--- config.mk ---
export PLATFORM = sky130hd
export DESIGN_NAME = bsg_serial_in_parallel_out_buffered
export DESIGN_NICKNAME = d
export VERILOG_FILES = /design/src/rtl/bsg_sipo_pkg.sv /design/src/rtl/bsg_sipo_index_ctr.sv /design/src/rtl/bsg_serial_in_parallel_out_buffered.sv
export SDC_FILE = /design/constraint.sdc
export NUM_CORES = 1
export LEC_CHECK = 0
export BUFFER_PORTS_ARGS = -buffer_cell sky130_fd_sc_hd__buf_2
export CAP_MARGIN = 20
export CORE_MARGIN = 2
export CORE_UTILIZATION = 39
export CTS_CLUSTER_DIAMETER = 60
export DETAILED_ROUTE_END_ITERATION = 16
export SYNTH_ARGS = -nofsm -noshare
export SYNTH_HDL_FRONTEND = slang
export SYNTH_SLANG_ARGS = --single-unit
export TNS_END_PERCENT = 1
--- constraint.sdc ---
create_clock -name clk_i -period 1.9 [get_ports clk_i]
set_input_delay 0.38 -clock clk_i [delete_from_list [all_inputs] [get_ports clk_i]]
set_output_delay 0.38 -clock clk_i [all_outputs]
set_load 0.01 [all_outputs]
--- src/rtl/bsg_sipo_pkg.sv ---
// Shared types and helpers for the serial-in/parallel-out buffer and its PISO peer.
package bsg_sipo_pkg;

  typedef enum logic {
    SIPO_OVERLAP = 1'b0,
    SIPO_MIN_BUF = 1'b1
  } sipo_mode_e;

  function automatic int sipo_ctr_width(input int els);
    return (els > 1) ? $clog2(els) : 1;
  endfunction

  localparam int SIPO_DEFAULT_ELS   = 4;
  localparam int SIPO_DEFAULT_CTR_W = sipo_ctr_width(SIPO_DEFAULT_ELS);

endpackage

--- src/rtl/bsg_sipo_index_ctr.sv ---
// Wrapping word counter with element-index mapping, shared by the SIPO and PISO sides.
// Optional range assertion under BSG_SIPO_PROTOCOL_CHECK_EN.
module bsg_sipo_index_ctr
  import bsg_sipo_pkg::*;
#(
  parameter int els_p      = 4,
  parameter int hi_to_lo_p = 0,
  localparam int ctr_w_lp  = sipo_ctr_width(els_p)
) (
  input  logic                clk_i,
  input  logic                reset_n_i,
  input  logic                inc_i,
  output logic                last_o,
  output logic [ctr_w_lp-1:0] idx_o
);

  localparam logic [ctr_w_lp-1:0] last_cnt_lp = ctr_w_lp'(els_p - 1);

  logic [ctr_w_lp-1:0] cnt_q, cnt_d;

  always_comb begin
    cnt_d = cnt_q;
    if (inc_i) begin
      cnt_d = (cnt_q == last_cnt_lp) ? '0 : cnt_q + ctr_w_lp'(1);
    end
  end

  always_ff @(posedge clk_i or negedge reset_n_i) begin
    if (!reset_n_i) begin
      cnt_q <= '0;
    end else begin
      cnt_q <= cnt_d;
    end
  end

  assign last_o = (cnt_q == last_cnt_lp);

  generate
    if (hi_to_lo_p != 0) begin : g_hi_to_lo
      assign idx_o = last_cnt_lp - cnt_q;
    end else begin : g_lo_to_hi
      assign idx_o = cnt_q;
    end
  endgenerate

`ifdef BSG_SIPO_PROTOCOL_CHECK_EN
  a_cnt_range : assert property (@(posedge clk_i) disable iff (!reset_n_i)
    int'(cnt_q) < els_p)
    else $error("%m: word counter out of range (%0d)", cnt_q);
`else
`endif

endmodule

--- src/rtl/bsg_serial_in_parallel_out_buffered.sv ---
// Rebuilds els_p-word vectors from a ready/valid word stream; valid/yumi output.
// Protocol assertions and a vector count are added when BSG_SIPO_PROTOCOL_CHECK_EN is defined.
module bsg_serial_in_parallel_out_buffered
  import bsg_sipo_pkg::*;
#(
  parameter int width_p                 = 16,
  parameter int els_p                   = 4,
  parameter int hi_to_lo_p              = 0,
  parameter int use_minimal_buffering_p = 0
) (
  input  logic                     clk_i,
  input  logic                     reset_n_i,
  input  logic                     valid_i,
  input  logic [width_p-1:0]       data_i,
  output logic                     ready_and_o,
  output logic                     valid_o,
  output logic [els_p*width_p-1:0] data_o,
  input  logic                     yumi_i
);

  localparam int ctr_w_lp = sipo_ctr_width(els_p);
  localparam sipo_mode_e mode_lp =
    (use_minimal_buffering_p != 0) ? SIPO_MIN_BUF : SIPO_OVERLAP;
  // Element that receives the final word of a vector; it needs no assembly slot.
  localparam int last_elem_lp = (hi_to_lo_p != 0) ? 0 : els_p - 1;

  logic                en_q;
  logic                accept;
  logic                accept_last;
  logic                last;
  logic [ctr_w_lp-1:0] idx;

  // Holds ready low for the first cycle after reset release.
  always_ff @(posedge clk_i or negedge reset_n_i) begin
    if (!reset_n_i) begin
      en_q <= 1'b0;
    end else begin
      en_q <= 1'b1;
    end
  end

  assign accept      = valid_i & ready_and_o;
  assign accept_last = accept & last;

  bsg_sipo_index_ctr #(
    .els_p     (els_p),
    .hi_to_lo_p(hi_to_lo_p)
  ) u_ctr (
    .clk_i    (clk_i),
    .reset_n_i(reset_n_i),
    .inc_i    (accept),
    .last_o   (last),
    .idx_o    (idx)
  );

  generate
    if (mode_lp == SIPO_MIN_BUF) begin : g_min
      logic v_q, v_d;

      assign ready_and_o = en_q & ~v_q;
      assign valid_o     = v_q;

      always_comb begin
        v_d = v_q;
        if (accept_last) begin
          v_d = 1'b1;
        end else if (yumi_i) begin
          v_d = 1'b0;
        end
      end

      always_ff @(posedge clk_i or negedge reset_n_i) begin
        if (!reset_n_i) begin
          v_q <= 1'b0;
        end else begin
          v_q <= v_d;
        end
      end

      for (genvar gi = 0; gi < els_p; gi++) begin : g_elem
        logic [width_p-1:0] elem_q;

        always_ff @(posedge clk_i or negedge reset_n_i) begin
          if (!reset_n_i) begin
            elem_q <= '0;
          end else if (accept && (idx == ctr_w_lp'(gi))) begin
            elem_q <= data_i;
          end
        end

        assign data_o[gi*width_p +: width_p] = elem_q;
      end
    end else begin : g_ovl
      logic out_v_q, out_v_d;

      // Stall only when the final word would overwrite a vector still held.
      assign ready_and_o = en_q & ~(last & out_v_q);
      assign valid_o     = out_v_q;

      always_comb begin
        out_v_d = out_v_q;
        if (accept_last) begin
          out_v_d = 1'b1;
        end else if (yumi_i) begin
          out_v_d = 1'b0;
        end
      end

      always_ff @(posedge clk_i or negedge reset_n_i) begin
        if (!reset_n_i) begin
          out_v_q <= 1'b0;
        end else begin
          out_v_q <= out_v_d;
        end
      end

      for (genvar gi = 0; gi < els_p; gi++) begin : g_elem
        logic [width_p-1:0] out_q;

        if (gi == last_elem_lp) begin : g_tail
          always_ff @(posedge clk_i or negedge reset_n_i) begin
            if (!reset_n_i) begin
              out_q <= '0;
            end else if (accept_last) begin
              out_q <= data_i;
            end
          end
        end else begin : g_body
          logic [width_p-1:0] asm_q;

          always_ff @(posedge clk_i or negedge reset_n_i) begin
            if (!reset_n_i) begin
              asm_q <= '0;
            end else if (accept && (idx == ctr_w_lp'(gi))) begin
              asm_q <= data_i;
            end
          end

          always_ff @(posedge clk_i or negedge reset_n_i) begin
            if (!reset_n_i) begin
              out_q <= '0;
            end else if (accept_last) begin
              out_q <= asm_q;
            end
          end
        end

        assign data_o[gi*width_p +: width_p] = out_q;
      end
    end
  endgenerate

`ifdef BSG_SIPO_PROTOCOL_CHECK_EN
  int unsigned vec_count_q;

  always @(posedge clk_i) begin
    if (reset_n_i && accept_last) begin
      vec_count_q <= vec_count_q + 1;
    end
  end

  final $display("%m: %0d vectors completed", vec_count_q);

  a_yumi_legal : assert property (@(posedge clk_i) disable iff (!reset_n_i)
    !(yumi_i && !valid_o))
    else $error("%m: yumi_i asserted while valid_o is low");

  a_data_hold : assert property (@(posedge clk_i) disable iff (!reset_n_i)
    (valid_i && !ready_and_o) |=> (!valid_i || $stable(data_i)))
    else $error("%m: data_i changed while stalled");
`else
`endif

endmodule

==> results of run 1 <==
how the worst max path moves through the flow:
stage	from	depth (start not counted)	endpoint
after floorplan	u_ctr.idx_o[0]$_DFFE_PN0P_	6	g_ovl.g_elem[0].g_body.asm_q[0]$_DFFE_PN0P_
after global placement	u_ctr.idx_o[0]$_DFFE_PN0P_	4	g_ovl.g_elem[0].g_body.asm_q[10]$_DFFE_PN0P_
after detailed placement	u_ctr.idx_o[0]$_DFFE_PN0P_	4	g_ovl.g_elem[0].g_body.asm_q[15]$_DFFE_PN0P_
after CTS	u_ctr.idx_o[0]$_DFFE_PN0P_	3	ready_and_o
after global routing	u_ctr.idx_o[0]$_DFFE_PN0P_	3	ready_and_o
final	u_ctr.idx_o[0]$_DFFE_PN0P_	3	ready_and_o
synth_stat cells, types with 2 or more instances:
library cell | count | area share
dfrtp_1 | 116 | 0.65
mux2_2 | 103 | 0.26
mux2_4 | 10 | 0.034
buf_6 | 5 | 0.013
buf_2 | 4 | 0.0045
ha_1 | 4 | 0.011
inv_1 | 3 | 0.0025
nand4_2 | 2 | 0.0056
sequential cells by signal (all words and copies together) (netlist names):
register and flops:
valid_o 1, u_ctr.idx_o 2, en_q 1, g_ovl.g_elem.g_body.asm_q 48, g_ovl.g_elem.out_q 64
area by class of cell:
| class | count | area, um^2 | share of cell area |
|---|---|---|---|
| Sequential cell | 116 | 2900 | 0.518 |
| Clock inverter | 4 | 22.5 | 0.00402 |
| Multi-Input combinational cell | 128 | 1450 | 0.258 |
| Tap cell | 143 | 179 | 0.0319 |
| Timing Repair Buffer | 95 | 531 | 0.0947 |
| Clock buffer | 26 | 509 | 0.0909 |
| Inverter | 3 | 11.3 | 0.00201 |
logic make-up after synthesis:
family,count (synthesis),synth area share
DFF,116,0.649
muxes,113,0.293
buffers and inverters,14,0.0274
and+or+nand+nor,7,0.0123
adders and majority gates,4,0.0112
AOI/OAI and AO/OA,3,0.00588
other,1,0.000839
critical path, cell delays in order, from the launching register on:
cell	delay, ns
dfrtp_1	0.41
ha_1	0.27
a21boi_2	0.17
buf_2	0.17
routing by layer:
metal | vias to the layer above | wire [um] | global-route usage
li1 | 1129 | - | -
met1 | 1254 | 3600 | 0.178
met2 | 75 | 3710 | 0.209
met3 | 13 | 587 | 0.0656
met4 | 0 | 99 | 0.0543
met5 | - | 0 | 0
power by group:
group	switching, mW	leakage (nW)	internal, mW
clock network	1.01	0.262	1.81
logic	1.09	1.03	1.56
registers	0.592	1.42	3.67
timing repair:
item	CTS	global route
hold endpoints to repair	19	0
hold buffers	1	0
gates resized for setup	0	0
stage by stage:
step	setup slack [ns]	util	power, mW	hold slack, ns
2_1_floorplan	0.190	-	5.94	0.0844
3_3_place_gp	0.202	0.447	6.91	0.285
3_5_place_dp	0.140	0.447	7.01	0.286
4_1_cts	0.0750	0.495	9.89	0.147
5_1_grt	0.0354	0.495	10.3	0.161
6_report	0.0958	0.495	9.74	0.159
==> impl_metrics.tcl, run 1 <==
set metrics [dict create \
    hold_path.class "in -> reg" \
    max_cap_viol_count 0 \
    synth_flop_cell "dfrtp_1" \
    grt-ovfl-total 0 \
    num-fill-cells 977 \
    grt_pass1_wl_um 13200 \
    syn_nets 282 \
    place_inst 484 \
    clock_sinks 116 \
    drc 0 \
    rsz0062_at_grt "no" \
    reg2reg_to "g_ovl.g_elem[0].g_body.asm_q[13]$_DFFE_PN0P_" \
    core_mm2 0.0113 \
    clk_latency_ns 0.40 \
    dpl.hpwl_um 5230 \
    rrSetupSlack_ns 0.15 \
    initial_core_util 0.395 \
    die_w_um 111 \
    antennaDiodeCount 0 \
    status "finished, final reports clean" \
    async_reset_ff_frac 1.00 \
    via_per_inst 4.80 \
    netlist_area_mm2 0.00447 \
    setup_viol 0 \
    post-route-period-util 0.950 \
    skew_ns 0.00721 \
    synth_seq_area_share 0.649 \
    postRouteAntennaNets 0 \
    synth_cell_types 19 \
    area_delta_synth_final_pct 25.3 \
    gp_congestion 0.670 \
    cts_buffers 17 \
    cts_tree "built" \
    cp.arrival_ns 1.42 \
    routed_wl_um 8000 \
    die-area_mm2 0.0123 \
    port_buffers 85 \
    min_to "valid_o$_DFFE_PN0P_" \
    drt_iter0_markers 87 \
    critPathCaptureType "primary output" \
    avgSynthCellArea_um2 17.3 \
    antenna_found_initial 0 \
    place_area_mm2 0.00506 \
    tns_ns 0 \
    r2r_cells 4 \
    hold_viol_final 0 \
    grt.total_usage 0.140 \
    holdPathStages 2 \
    clkTransAtPathRegs_ns 0.05 \
    final_nets 385 \
    yosys_warnings 0 \
    cts-root-buf "clkbuf_16" \
    crit_path_start_kind "flop" \
    cp.required_ns 1.52 \
    synthCells 258 \
    mostFrequentLayoutCell "dfrtp_1" \
    layout_common_cells "116 x dfrtp_1, 103 x mux2_2, 84 x buf_2, 17 x clkbuf_16, 10 x mux2_4" \
    drt_pass1_iterations 4 \
    cts_max_level 4 \
    stdcell_count 515 \
    cts_max_path_buffers 2 \
    synth_edf_count 0 \
    drive_above_1_share 0.637 \
    leakagePower_nw 2.71 \
    avgRoutedWirePerCell_um 15.5 \
    p_per_area_mw_per_mm2 1740 \
    hold_start "yumi_i" \
    r2r_start "u_ctr.idx_o[0]$_DFFE_PN0P_" \
    max_freq_mhz 554 \
    ys_ff_latch 116 \
    grt_max_degree 60 \
    drv_slew 0 \
    period_minus_slack_ns 1.80 \
    fin_area_mm2 0.00560 \
    row_count 39 \
    die_h_um 111 \
    grt_pass1_vias 2559 \
    num_vias 2471 \
    io_pins 86 \
    critPathKind "reg -> out" \
    cp_max_fo 5 \
    ir_drop_v 0.000942 \
    post_cts_buffers 0 \
]
(Power assumes the default switching activity.)
==> run 2, diff against run 1 <==
SETUP_SLACK_MARGIN = 0.1   (was unset)
==> impl_metrics.tcl, run 2 (same netlist as run 1, synthesis figures left out) <==
set metrics [dict create \
    initial_core_util 0.395 \
    core_mm2 0.0113 \
    netSwitchingFraction 0.276 \
    skew_ns 0.00582 \
    via_per_inst 4.79 \
    status "finished, final reports clean" \
    cts_buffers 17 \
    die_h_um 111 \
    cts_max_path_buffers 2 \
    postRouteAntennaNets 0 \
    finalWorstSetupSlack_ns 0.152 \
    leakagePower_nw 2.71 \
    cts-root-buf "clkbuf_16" \
    drt_iter0_markers 85 \
    clock_sinks 116 \
    p_per_area_mw_per_mm2 1740 \
    holdPathStages 2 \
    layout_common_cells "115 x dfrtp_1, 103 x mux2_2, 84 x buf_2, 17 x clkbuf_16, 10 x mux2_4" \
    hold_path.class "in -> reg" \
    rrSetupSlack_ns 0.20 \
    max_cap_viol_count 0 \
    utilization 0.496 \
    cp_max_fo 5 \
    mostFrequentLayoutCell "dfrtp_1" \
    antenna_found_initial 0 \
    period_minus_slack_ns 1.75 \
    die-area_mm2 0.0123 \
    grt.total_usage 0.140 \
    tns_ns 0 \
    grt_pass1_wl_um 13200 \
    gp_congestion 0.670 \
    hold_start "yumi_i" \
    drc 0 \
    grt_max_degree 60 \
    crit_path_start_kind "flop" \
    io_pins 86 \
    drt_pass1_iterations 4 \
    top_register "g_ovl.g_elem.out_q" \
    avgRoutedWirePerCell_um 15.6 \
    setup_viol 0 \
    r2r_start "u_ctr.idx_o[0]$_DFFE_PN0P_" \
    max_freq_mhz 572 \
    cp.required_ns 1.52 \
    r2r_cells 4 \
    rsz0062_at_grt "no" \
    antennaDiodeCount 0 \
    dp_slack_ns 0.140 \
    power_switching_mw 2.70 \
    port_buffers 85 \
    pwr-share-comb 0.273 \
    grt_pass1_vias 2559 \
    p_int_mw 7.06 \
    final_nets 385 \
    hold_viol_final 0 \
    row_count 39 \
    cp-startpoint "u_ctr.idx_o[0]$_DFFE_PN0P_" \
    clkPwrFrac 0.289 \
    critPathKind "reg -> out" \
    drive_above_1_share 0.642 \
    grt-ovfl-total 0 \
    post-route-period-util 0.920 \
    power_frac_seq 0.438 \
    post_cts_buffers 0 \
    num_vias 2466 \
    cp.arrival_ns 1.37 \
    largest_reg_flops 64 \
    reg2reg_to "g_ovl.g_elem[0].g_body.asm_q[13]$_DFFE_PN0P_" \
    critPathCaptureType "primary output" \
    area_delta_synth_final_pct 25.6 \
    dpl.hpwl_um 5230 \
    cts_tree "built" \
    routed_wl_um 8050 \
    clk_latency_ns 0.40 \
    cts_max_level 4 \
    ir_drop_v 0.000942 \
    clkTransAtPathRegs_ns 0.05 \
    die_w_um 111 \
    drv_slew 0 \
    worstSetupEndpoint "ready_and_o" \
]
run 2: changes by cell type in the layout (fill, tap and decap cells not counted):
cell,previous run,this run
ha_1,4,3
dfrtp_1,116,115
ha_4,0,1
dfrtp_2,0,1
run 2: per-layer routing:
layer  track usage  wire [um]  vias to the layer above  part of all wire
li1              -          -                     1128                 -
met4        0.0543        100                        0             0.012
met2         0.209       3760                       72              0.47
met3        0.0656        566                       12             0.070
met5             0          0                        -                 0
met1         0.178       3620                     1254              0.45
run 2: power by group through the flow:
stage	Clock (mW)	Sequential, mW	Combinational [mW]
after floorplan	0	4.50	1.44
after global placement	0	4.28	2.63
after detailed placement	0	4.32	2.69
after CTS	2.90	4.29	2.71
after global routing	3.03	4.44	2.88
final	2.82	4.28	2.66
run 2: how the worst min path moves through the flow:
stage	slack, ns	end
detailed placement	0.29	g_ovl.g_elem[3].out_q[7]$_DFFE_PN0P_
global placement	0.28	g_ovl.g_elem[2].out_q[7]$_DFFE_PN0P_
finish	0.16	valid_o$_DFFE_PN0P_
global route	0.16	valid_o$_DFFE_PN0P_
floorplan	0.08	en_q$_DFF_PN0_
CTS	0.15	valid_o$_DFFE_PN0P_
run 2: through the flow:
step	area (um^2)	cells	hold slack (ns)	total power, mW
floorplan	4470	258	0.0844	5.94
global placement	5060	484	0.285	6.91
detailed placement	5060	484	0.286	7.01
CTS	5600	515	0.147	9.90
global route	5610	515	0.161	10.4
finish	5610	515	0.158	9.76
run 2: worst max-delay path: stages, from the launching register on:
cell,delay (ns)
dfrtp_2,0.44
ha_4,0.19
a21boi_2,0.17
buf_2,0.17
run 2: layout make-up:
cell class	instances	area, um^2
Tap cell	143	179
Inverter	3	11.3
Sequential cell	116	2900
Timing Repair Buffer	95	531
Multi-Input combinational cell	128	1460
Fill cell	977	5710
Clock buffer	26	509
Clock inverter	4	22.5
run 2: what timing repair did:
action,in CTS,in global routing
gates resized for setup,1,2
endpoints found under the setup margin,1,1
pin swaps,0,1
endpoints found under the hold margin,19,0
hold buffers,1,0
==> run 3, diff against run 2 <==
ABC_AREA = 1   (was unset)
==> impl_metrics.tcl, run 3 <==
set metrics [dict create \
    ys_ff_latch 116 \
    tns_ns 0 \
    synth_seq_area_share 0.600 \
    hold_viol_final 0 \
    top_register "g_ovl.g_elem.out_q" \
    clock_sinks 116 \
    num_vias 3477 \
    cts_tree "built" \
    grt.total_usage 0.182 \
    antennaDiodeCount 0 \
    num-fill-cells 1151 \
    pwr-share-comb 0.274 \
    avgSynthCellArea_um2 9.68 \
    grt_pass1_vias 3473 \
    status "finished, final reports clean" \
    drc 0 \
    routed_wl_um 10700 \
    power_switching_mw 3.33 \
    cts_max_level 4 \
    rsz0062_at_grt "no" \
    grt_max_degree 59 \
    synthCells 500 \
    setup_viol 0 \
    netlist_area_mm2 0.00484 \
    leakagePower_nw 3.32 \
    dpl.hpwl_um 7210 \
    period_minus_slack_ns 1.73 \
    cts_max_path_buffers 2 \
    drv_slew 0 \
    regArea_mm2 0.00290 \
    cp.arrival_ns 1.35 \
    post-route-period-util 0.912 \
    die-area_mm2 0.0133 \
    port_buffers 85 \
    synth_flop_cell "dfrtp_1" \
    synthTopCellsByArea "dfrtp_1 60%, nand2_1 16%, o21ai_2 9.8%" \
    holdWs_ns 0.134 \
    place_inst 743 \
    clkTransAtPathRegs_ns 0.05 \
    postRouteAntennaNets 0 \
    via_per_inst 4.46 \
    mostFrequentLayoutCell "nand2_1" \
    layout_common_cells "210 x nand2_1, 115 x dfrtp_1, 84 x buf_2, 71 x inv_1, 54 x o21ai_2" \
    row_count 40 \
    syn_nets 524 \
    clk_latency_ns 0.42 \
    stdcell_count 779 \
    synth_edf_count 0 \
    grt-ovfl-total 0 \
    cts-root-buf "clkbuf_16" \
    critPathKind "reg -> out" \
    cts_buffers 17 \
    relSlewSlack 0.643 \
    core_mm2 0.0121 \
    power_frac_seq 0.405 \
    p_int_mw 6.87 \
    area_delta_synth_final_pct 25.2 \
    largest_reg_flops 64 \
    netSwitchingFraction 0.327 \
    critPathCaptureType "primary output" \
    yosys_warnings 0 \
    gp_congestion 0.801 \
    multi_input_area_mm2 0.00151 \
    clkPwrFrac 0.321 \
    max_freq_mhz 577 \
    ir_drop_v 0.000605 \
    tightest_slew_ns 0.535 \
    hold_path.class "in -> reg" \
    avgRoutedWirePerCell_um 13.8 \
    drt_pass1_iterations 4 \
    die_w_um 115 \
    antenna_found_initial 0 \
    synth_cell_types 17 \
    yosys.area.top_type_share 0.600 \
    die_h_um 115 \
    drive_above_1_share 0.313 \
    crit_path_start_kind "flop" \
    drt_iter0_markers 232 \
    yosysMostFrequentCell "nand2_1" \
    synth_commonest_cells "211 x nand2_1, 116 x dfrtp_1, 71 x inv_1, 54 x o21ai_2, 15 x buf_6" \
    skew_ns 0.00906 \
    cp.required_ns 1.52 \
    rrSetupSlack_ns 0.29 \
    final_nets 622 \
    max_cap_viol_count 0 \
    io_pins 86 \
    synth_largest_area_cell "dfrtp_1" \
    p_per_area_mw_per_mm2 1680 \
    grt_pass1_wl_um 18100 \
    initial_core_util 0.401 \
    async_reset_ff_frac 1.00 \
    cp_max_fo 4 \
]
==> run 3: cell types whose count changed after synthesis, moves of 6 or more <==
| cell | delta |
|---|---|
| inv_1 | +68 |
| o21ai_1 | +6 |
| o21ai_2 | +54 |
| mux2_4 | -10 |
| nand2_1 | +210 |
| o21ai_0 | +6 |
| buf_6 | +10 |
| mux2_2 | -103 |
==> run 3: power groups by stage <==
stage | registers, mW | logic [mW] | clock network (mW)
after floorplan | 4.30 | 1.60 | 0
after global placement | 4.15 | 2.71 | 0
after detailed placement | 4.16 | 2.79 | 0
after CTS | 4.15 | 2.83 | 3.34
after global routing | 4.28 | 3.20 | 3.47
final | 4.13 | 2.79 | 3.27
==> run 3: final cells by class <==
class	count	share of cell area
clock inverter	9	0.0206
timing repair buffer	99	0.0925
inverter	71	0.0440
tap	168	0.0347
multi-input combinational	293	0.249
sequential	116	0.479
clock buffer	23	0.0805
==> run 3: metal layers <==
layer	track usage	routed length [um]	up-vias
met1	0.252	5090	1661
met3	0.0549	580	17
met2	0.265	4910	89
met5	0	0	-
met4	0.0819	164	0
li1	-	-	1710
==> run 3: per-stage QoR <==
step,instance area (um^2),total power [mW],setup WS (ns),util
after floorplan,4840,5.90,0.467,-
final,6060,10.2,0.167,0.503
after global placement,5400,6.86,0.306,0.447
after global routing,6060,10.9,0.115,0.503
after CTS,6050,10.3,0.110,0.501
after detailed placement,5400,6.95,0.215,0.447
==> run 3: cells by family after synthesis <==
| family | after synthesis | synth area share |
|---|---|---|
| AOI/OAI and AO/OA | 67 | 0.111 |
| other | 1 | 0.000775 |
| adders and majority gates | 4 | 0.0103 |
| DFF | 116 | 0.600 |
| buffers and inverters | 91 | 0.0949 |
| and+or+nand+nor | 221 | 0.183 |
==> run 3: final timing paths <==
check,startpoint,endpoint,depth (start not counted)
worst max-delay path,u_ctr.idx_o[0]$_DFFE_PN0P_,ready_and_o,4
worst min-delay path,yumi_i,valid_o$_DFFE_PN0P_,2
worst max register to register,u_ctr.idx_o[0]$_DFFE_PN0P_,g_ovl.g_elem[0].out_q[1]$_DFFE_PN0P_,5
worst min register to register,g_ovl.g_elem[2].out_q[14]$_DFFE_PN0P_,g_ovl.g_elem[2].out_q[14]$_DFFE_PN0P_,2
max in group asynchronous,reset_n_i,g_ovl.g_elem[1].out_q[4]$_DFFE_PN0P_,3
min in group asynchronous,reset_n_i,g_ovl.g_elem[1].out_q[13]$_DFFE_PN0P_,2
==> run 3: worst max-delay path: stages (launching register included) <==
cell and delay [ns]:
dfrtp_2 0.43, ha_4 0.19, nand2_4 0.07, and2_1 0.12, buf_2 0.13
==> run 3: repair_timing <==
| item | in CTS | in global routing |
|---|---|---|
| buffers inserted | 1 | 2 |
| cloned | 0 | 0 |
| resized for setup | 5 | 0 |
| setup endpoints to repair | 1 | 1 |
| hold endpoints to repair | 36 | 0 |
| hold buffers | 1 | 0 |
| pin swaps | 0 | 0 |
